## config.mk

```make
export PLATFORM = sky130hd
export DESIGN_NAME = rgb_pwm_driver
export DESIGN_NICKNAME = d
export VERILOG_FILES = /design/src/rtl/rgb_pwm_driver.sv
export SDC_FILE = /design/constraint.sdc
export NUM_CORES = 1
export LEC_CHECK = 0
export CORE_UTILIZATION = 30
export DETAILED_ROUTE_END_ITERATION = 7
export HOLD_SLACK_MARGIN = 0.15
export PLACE_DENSITY = 0.45
export SYNTH_ARGS = -nofsm -noshare
export SYNTH_HDL_FRONTEND = slang
export SYNTH_SLANG_ARGS = --single-unit
```

## constraint.sdc

```tcl
create_clock -name clk_100mhz -period 2.28 [get_ports clk_100mhz]
set_input_delay 0.57 -clock clk_100mhz [delete_from_list [all_inputs] [get_ports clk_100mhz]]
set_output_delay 0.57 -clock clk_100mhz [all_outputs]
set_load 0.005 [all_outputs]
```

## src/rtl/rgb_pwm_driver.sv

```systemverilog
// rgb_pwm_driver: four RGB LEDs driven by 8-bit PWM, updated by commands only at frame boundaries
// clk_100mhz/rst_n     : clock, asynchronous active-low reset
// cmd_valid/cmd_ready  : command handshake; cmd_ready is low while a command waits for the frame boundary
// cmd_all/cmd_led      : target all LEDs, or the single LED cmd_led
// cmd_r/cmd_g/cmd_b    : per-colour duty, 0 = off, 255 = on for 255/256 of the frame
// cmd_blink            : gate the target LED with the blink phase
// ledR/ledG/ledB       : registered LED drives, bit n is LED n
// frame_start          : one-cycle pulse on the first cycle of each PWM frame
module rgb_pwm_driver #(
   parameter int PRESCALE   = 390,
   parameter int BLINK_BIT  = 26,
   parameter int ACTIVE_LOW = 1
) (
   input  logic       clk_100mhz,
   input  logic       rst_n,
   input  logic       cmd_valid,
   output logic       cmd_ready,
   input  logic       cmd_all,
   input  logic [1:0] cmd_led,
   input  logic [7:0] cmd_r,
   input  logic [7:0] cmd_g,
   input  logic [7:0] cmd_b,
   input  logic       cmd_blink,
   output logic [3:0] ledR,
   output logic [3:0] ledG,
   output logic [3:0] ledB,
   output logic       frame_start
);
   localparam logic OFF = (ACTIVE_LOW != 0);
   typedef enum logic {IDLE, PENDING} state_t;
   state_t      state;
   logic [15:0] presc;
   logic [7:0]  pwm_cnt;
   logic [31:0] blink_cnt;
   logic        step;
   logic        boundary;
   logic [7:0]  duty_r [4];
   logic [7:0]  duty_g [4];
   logic [7:0]  duty_b [4];
   logic [3:0]  blink_f;
   logic        sh_all;
   logic [1:0]  sh_led;
   logic [7:0]  sh_r;
   logic [7:0]  sh_g;
   logic [7:0]  sh_b;
   logic        sh_blink;
   logic [3:0]  on_r;
   logic [3:0]  on_g;
   logic [3:0]  on_b;

   assign step     = presc == 16'(PRESCALE - 1);
   // last cycle of the frame: the only point where active registers may change
   assign boundary = step && pwm_cnt == 8'hFF;

   always_comb begin
      on_r = '0;
      on_g = '0;
      on_b = '0;
      for (int i = 0; i < 4; i++) begin
         on_r[i] = (pwm_cnt < duty_r[i]) && (!blink_f[i] || blink_cnt[BLINK_BIT]);
         on_g[i] = (pwm_cnt < duty_g[i]) && (!blink_f[i] || blink_cnt[BLINK_BIT]);
         on_b[i] = (pwm_cnt < duty_b[i]) && (!blink_f[i] || blink_cnt[BLINK_BIT]);
      end
   end

   always_ff @(posedge clk_100mhz or negedge rst_n) begin
      if (!rst_n) begin
         presc       <= '0;
         pwm_cnt     <= '0;
         blink_cnt   <= '0;
         frame_start <= 1'b0;
         ledR        <= {4{OFF}};
         ledG        <= {4{OFF}};
         ledB        <= {4{OFF}};
      end else begin
         presc       <= step ? '0 : presc + 16'd1;
         pwm_cnt     <= pwm_cnt + 8'(step);
         blink_cnt   <= blink_cnt + 32'd1;
         frame_start <= boundary;
         ledR        <= on_r ^ {4{OFF}};
         ledG        <= on_g ^ {4{OFF}};
         ledB        <= on_b ^ {4{OFF}};
      end
   end

   always_ff @(posedge clk_100mhz or negedge rst_n) begin
      if (!rst_n) begin
         state     <= IDLE;
         cmd_ready <= 1'b0;
         sh_all    <= 1'b0;
         sh_led    <= '0;
         sh_r      <= '0;
         sh_g      <= '0;
         sh_b      <= '0;
         sh_blink  <= 1'b0;
         blink_f   <= '0;
         for (int i = 0; i < 4; i++) begin
            duty_r[i] <= '0;
            duty_g[i] <= '0;
            duty_b[i] <= '0;
         end
      end else if (state == IDLE) begin
         cmd_ready <= 1'b1;
         if (cmd_valid && cmd_ready) begin
            sh_all    <= cmd_all;
            sh_led    <= cmd_led;
            sh_r      <= cmd_r;
            sh_g      <= cmd_g;
            sh_b      <= cmd_b;
            sh_blink  <= cmd_blink;
            state     <= PENDING;
            cmd_ready <= 1'b0;
         end
      end else if (boundary) begin
         for (int i = 0; i < 4; i++) begin
            if (sh_all || sh_led == 2'(i)) begin
               duty_r[i]  <= sh_r;
               duty_g[i]  <= sh_g;
               duty_b[i]  <= sh_b;
               blink_f[i] <= sh_blink;
            end
         end
         state     <= IDLE;
         cmd_ready <= 1'b1;
      end
   end
endmodule
```

### Word-level counts from Yosys, hierarchy flattened

Index checks and enable logic that the tools add are counted.

* reductions and logical operators: 32
* bitwise gates (word level): 4
* equal/unequal tests: 6
* magnitude comparators: 12
* add/subtract/negate cells: 3
* muxes and demuxes: 7

Operators with widths (count)
* $lt A8 B8 Y1: 12
* $add A32 B1 Y32 const B: 1
* $add A16 B1 Y16 const B: 1
* $eq A16 B9 Y1 const B: 1
* $mux W16: 1
* $logic_and A1 B1 Y1: 14
* $not A4 Y4: 3
* $reduce_and A3 Y1: 4
* $add A8 B1 Y8: 1
* $eq A8 B8 Y1 const B: 1
* $logic_or A1 B1 Y1: 8
* $mux W1: 6
* $eq A2 B2 Y1 const B: 2
* $logic_not A1 Y1: 4
* $eq A2 B1 Y1 const B: 1
* $logic_not A2 Y1: 1
* $ne A2 B1 Y1 const B: 1
* $reduce_and A2 Y1: 1
* $not A1 Y1: 1

* input port bits: 31
* flip-flop bits (word level): 199
* logic and storage cells: 95
* output and inout port bits: 14

### Longest topological paths before layout

* depth in word-level cells: 4
* mapped depth: 9
* gate-level depth less buffers: 8

### Worst setup path before layout

Ideal clock, no wire load.

* path type: register to register
* start point: register presc[1]
* end point: register duty_b[10] (netlist name)
* setup slack: 0.227 ns
* buffers on the path: 3
* data arrival time: 1.928 ns
* cell stages (with the launch flop): 10
* path through: dfrtp_1 inv_1 ha_1 nor4bb_1 and4_1 buf_6 and4bb_1 buf_6 buf_12 mux2_4

* word-level cells in the longest chain between the ends: 3

RTL lines
* start, declared: RTL line 32 `logic [15:0] presc;`
* start signal, assigned: RTL line 76 `presc <= step ? '0 : presc + 16'd1;`
* $eq A16 B9 Y1: RTL line 51 `assign step = presc == 16'(PRESCALE - 1);`
* $logic_and A1 B1 Y1: RTL line 53 `assign boundary = step && pwm_cnt == 8'hFF;`
* $reduce_and A3 Y1 (no source line)
* end signal, assigned by index: RTL line 100 `duty_b[i] <= '0;`
* end signal, assigned by index: RTL line 119 `duty_b[i] <= sh_b;`
* end, declared: RTL line 39 `logic [7:0] duty_b [4];`

No other way between the ends.
A chain may end at the register's enable or synchronous reset.

### Final worst setup path

* start point: register presc[1]
* end point: register duty_g[15] (netlist name)

* word-level cells in the longest chain between the ends: 3

RTL lines
* $eq A16 B9 Y1: RTL line 51
* $logic_and A1 B1 Y1: RTL line 53
* $reduce_and A3 Y1 (no source line)
* end signal, assigned by index: RTL line 118 `duty_g[i] <= sh_g;`
* end, declared: RTL line 38 `logic [7:0] duty_g [4];`

No other way between the ends.

==> results by group <==
Global routing
  – GRT overflow: 0
  – Vias in the first global route: 6131
  – Global-route wire length before repair: about 35000 um
  – GRT Util Overall: 0.137
  – Largest net degree at the start of global routing: just over 40
  – Initial antenna violation count: 1

Floorplan
  – IO Pins: 45
  – Die width: 183 um
  – FP Rows: 65
  – Die Ht: around 180 um
  – Die Area: ~34000 um2
  – CORE AREA: 32000 um2
  – Initial core utilization: 0.308

Timing
  – Clock skew: 0.0174 ns
  – Max Clock Freq: approximately 0.47 GHz
  – RSZ-0062 raised after global routing: no
  – Measured slew at the worst slew-check pin: between 0.6 and 0.7 ns
  – Slew Limit Fails: 0
  – Crit path time final: ~2.1 ns
  – Hold Violations, Final: 0
  – Max_slew headroom: 0.550
  – Fin crit share: 0.929
  – Setup tns final: 0 ns
  – Setup-failing EPs final: 0

Cells and area
  – # fillers: between 3000 and 4000
  – Multi-input logic area: between 4000 and 5000 um2
  – P&R area growth vs syn: 17.4%
  – Share of post-route cells with drive strength above 1: 0.240
  – Final #Nets: a little under 1000
  – Final Cell Area: around 12000 um2
  – Fin cells: 1300
  – Reg area: ~4900 um2
  – Fin util: 0.362
  – # diodes: 0

Synthesis
  – Ranking of synthesized cells by area: dfrtp_1 46%, ha_1 11%, mux2_2 10%, mux2_4 6.1%, inv_1 3.4%
  – Number of flops mapped to enable cells by yosys: 0
  – Netlist Area Pre-Place: around 9800 um2
  – Synthesis-stage register bit count: 194
  – Top FF cell, synth: dfrtp_1
  – Dominant cell by count in the synthesized netlist: dfrtp_1
  – Async set-reset flop share out of synthesis: 1.00
  – Cell variety after synth: between 40 and 50
  – Mapped Avg Cell Area: roughly 13 um2
  – Commonest cells in the synthesized netlist: 182 x dfrtp_1, 90 x inv_1, 89 x ha_1
  – Post-synth top area share: 0.463
  – Sequential share of the synthesized area: 0.495
  – Cells after Synth: slightly below 800
  – Synth area leader: dfrtp_1
  – Yosys warns: 0
  – Post-Syn Nets: roughly 900

Pwr
  – Internal: roughly 5.5 mW
  – Clock Power Share: 0.382
  – Power density cells: about 660 nW/um2
  – Flop pwr share: 0.547
  – Maximum vdd drop: just over 0.0005 V
  – P_sw: 2.11 mW
  – Switching Share: 0.278
  – P_leak: roughly 5.2 nW
  – Combinational power share: 0.071

Clock tree
  – Clock Pin Slew Worst Setup and Hold Paths: ~0.07 ns
  – CTS buffer count: 17
  – Max Root-Sink Buffers: 2
  – CTS tree: done
  – Clock sink count: 194
  – Clk_lat worst skew: 0.44 ns
  – Root Buffer: clkbuf_16
  – H-tree levels: 4

Hold path
  – Hold WC Path Type: flop to flop

Worst setup path
  – Crit. End Element: flop
  – WS Path Type: flop to flop
  – Req. time, crit path: about 2.6 ns
  – CP startpoint kind: flop
  – Worst Path Arrival: 2.44 ns
  – Crit-path max FO: 25

Placement
  – DP HPWL: around 15000 um
  – DP Cell Count: between 1000 and 1500
  – DP Area: about 11000 um2
  – Count of input and output buffers: between 40 and 50
  – GP Congestion: 0.721

Routing
  – Remaining antenna violation count: 0
  – Wire per inst: about 16 um
  – Initial DRT Pass Iterations: 6
  – # DRC: 0
  – WL final: roughly 21000 um
  – 1st-iter DRT viols: ~210
  – Post-DR vias/cell: about 4.6
  – Vias: ~6000

Run
  – Maxcap violations: 0

Run status
  – Run status: finished, final reports clean
-- cells in the final DEF (no fill, tap or decap), drive strengths merged, types with 16 or more instances in the layout --
master	Yosys	final
ha	89	89
xnor2	34	34
clkdlybuf4s50	0	43
a21oi	16	16
buf	13	30
inv	90	99
dfrtp	182	182
mux2	128	128
clkbuf	5	20
nand3	24	24
or4	25	25
-- routing by layer --
metal / vias up / GRT usage / part of all wire
met5: - / 0 / 0
met4: 0 / 0.0347 / 0.0094
met3: 15 / 0.0302 / 0.031
met2: 67 / 0.215 / 0.45
met1: 2962 / 0.190 / 0.51
li1: 2900 / - / -
-- critical path: stages (launching register included) --
cell,delay [ns]
dfrtp_1,0.38
inv_1,0.05
ha_1,0.12
nor4bb_1,0.23
and4_2,0.33
and4bb_2,0.28
buf_12,0.24
mux2_2,0.36
-- final cells by class --
class | instances | area share
inverters | 90 | 0.0292
clock inverters | 13 | 0.00985
clock buffers | 19 | 0.0375
well taps | 435 | 0.0471
repair buffers | 75 | 0.0675
flip-flops and latches | 194 | 0.421
multi-input cells | 474 | 0.388
-- power by group through the flow --
stage	clock network [mW]	registers (mW)	logic, mW
finish	2.91	4.16	0.536
global route	3.16	4.22	0.604
CTS	3.02	4.17	0.553
detailed placement	0	4.24	0.549
global placement	0	4.24	0.545
floorplan	0	3.98	0.334
-- what timing repair did --
item | CTS | global route
gates resized for setup | 0 | 1
hold buffers | 1 | 0
buffers inserted | 0 | 0
hold endpoints to repair | 28 | 0
setup endpoints to repair | 0 | 10
-- stage by stage --
| step | setup WS, ns | total power [mW] | hold slack, ns |
|---|---|---|---|
| floorplan | 0.227 | 4.32 | 0.274 |
| global placement | 0.121 | 4.79 | 0.454 |
| detailed placement | 0.130 | 4.79 | 0.463 |
| CTS | 0.115 | 7.75 | 0.473 |
| global route | 0.0701 | 7.98 | 0.490 |
| finish | 0.163 | 7.60 | 0.467 |
-- sequential cells by signal, indices dropped and copies added, names as in the netlist, 2 cells and up --
register,flops
duty_b,32
duty_g,32
duty_r,32
blink_cnt,27
presc,16
pwm_cnt,8
sh_b,8
sh_g,8
sh_r,8
blink_f,4
ledB,4
ledG,4
ledR,4
sh_led,2
-- logic make-up after synthesis --
group                      after synthesis  share of synthesized area
AOI/OAI and AO/OA                       78                     0.0541
xor gates and xnor gates                45                     0.0400
DFF                                    194                      0.495
muxes                                  128                      0.162
buffers and inverters                  108                     0.0513
and+or+nand+nor                        134                     0.0853
adders and majority gates               89                      0.113
-- path summary, 6_finish.rpt --
| check | from | end | slack [ns] | cells after the start |
|---|---|---|---|---|
| setup / recovery | presc[1] | duty_g[15] | 0.16 | 7 |
| hold / removal | blink_cnt[0] | blink_cnt[0] | 0.47 | 1 |
| setup reg to reg | presc[1] | duty_g[15] | 0.16 | 7 |
| hold reg to reg | blink_cnt[0] | blink_cnt[0] | 0.47 | 1 |
| max in group asynchronous | rst_n | ledG[0] | 1.03 | 3 |
| min in group asynchronous | rst_n | sh_r[2] | 0.62 | 2 |
Power figures use the tool's default switching activity.
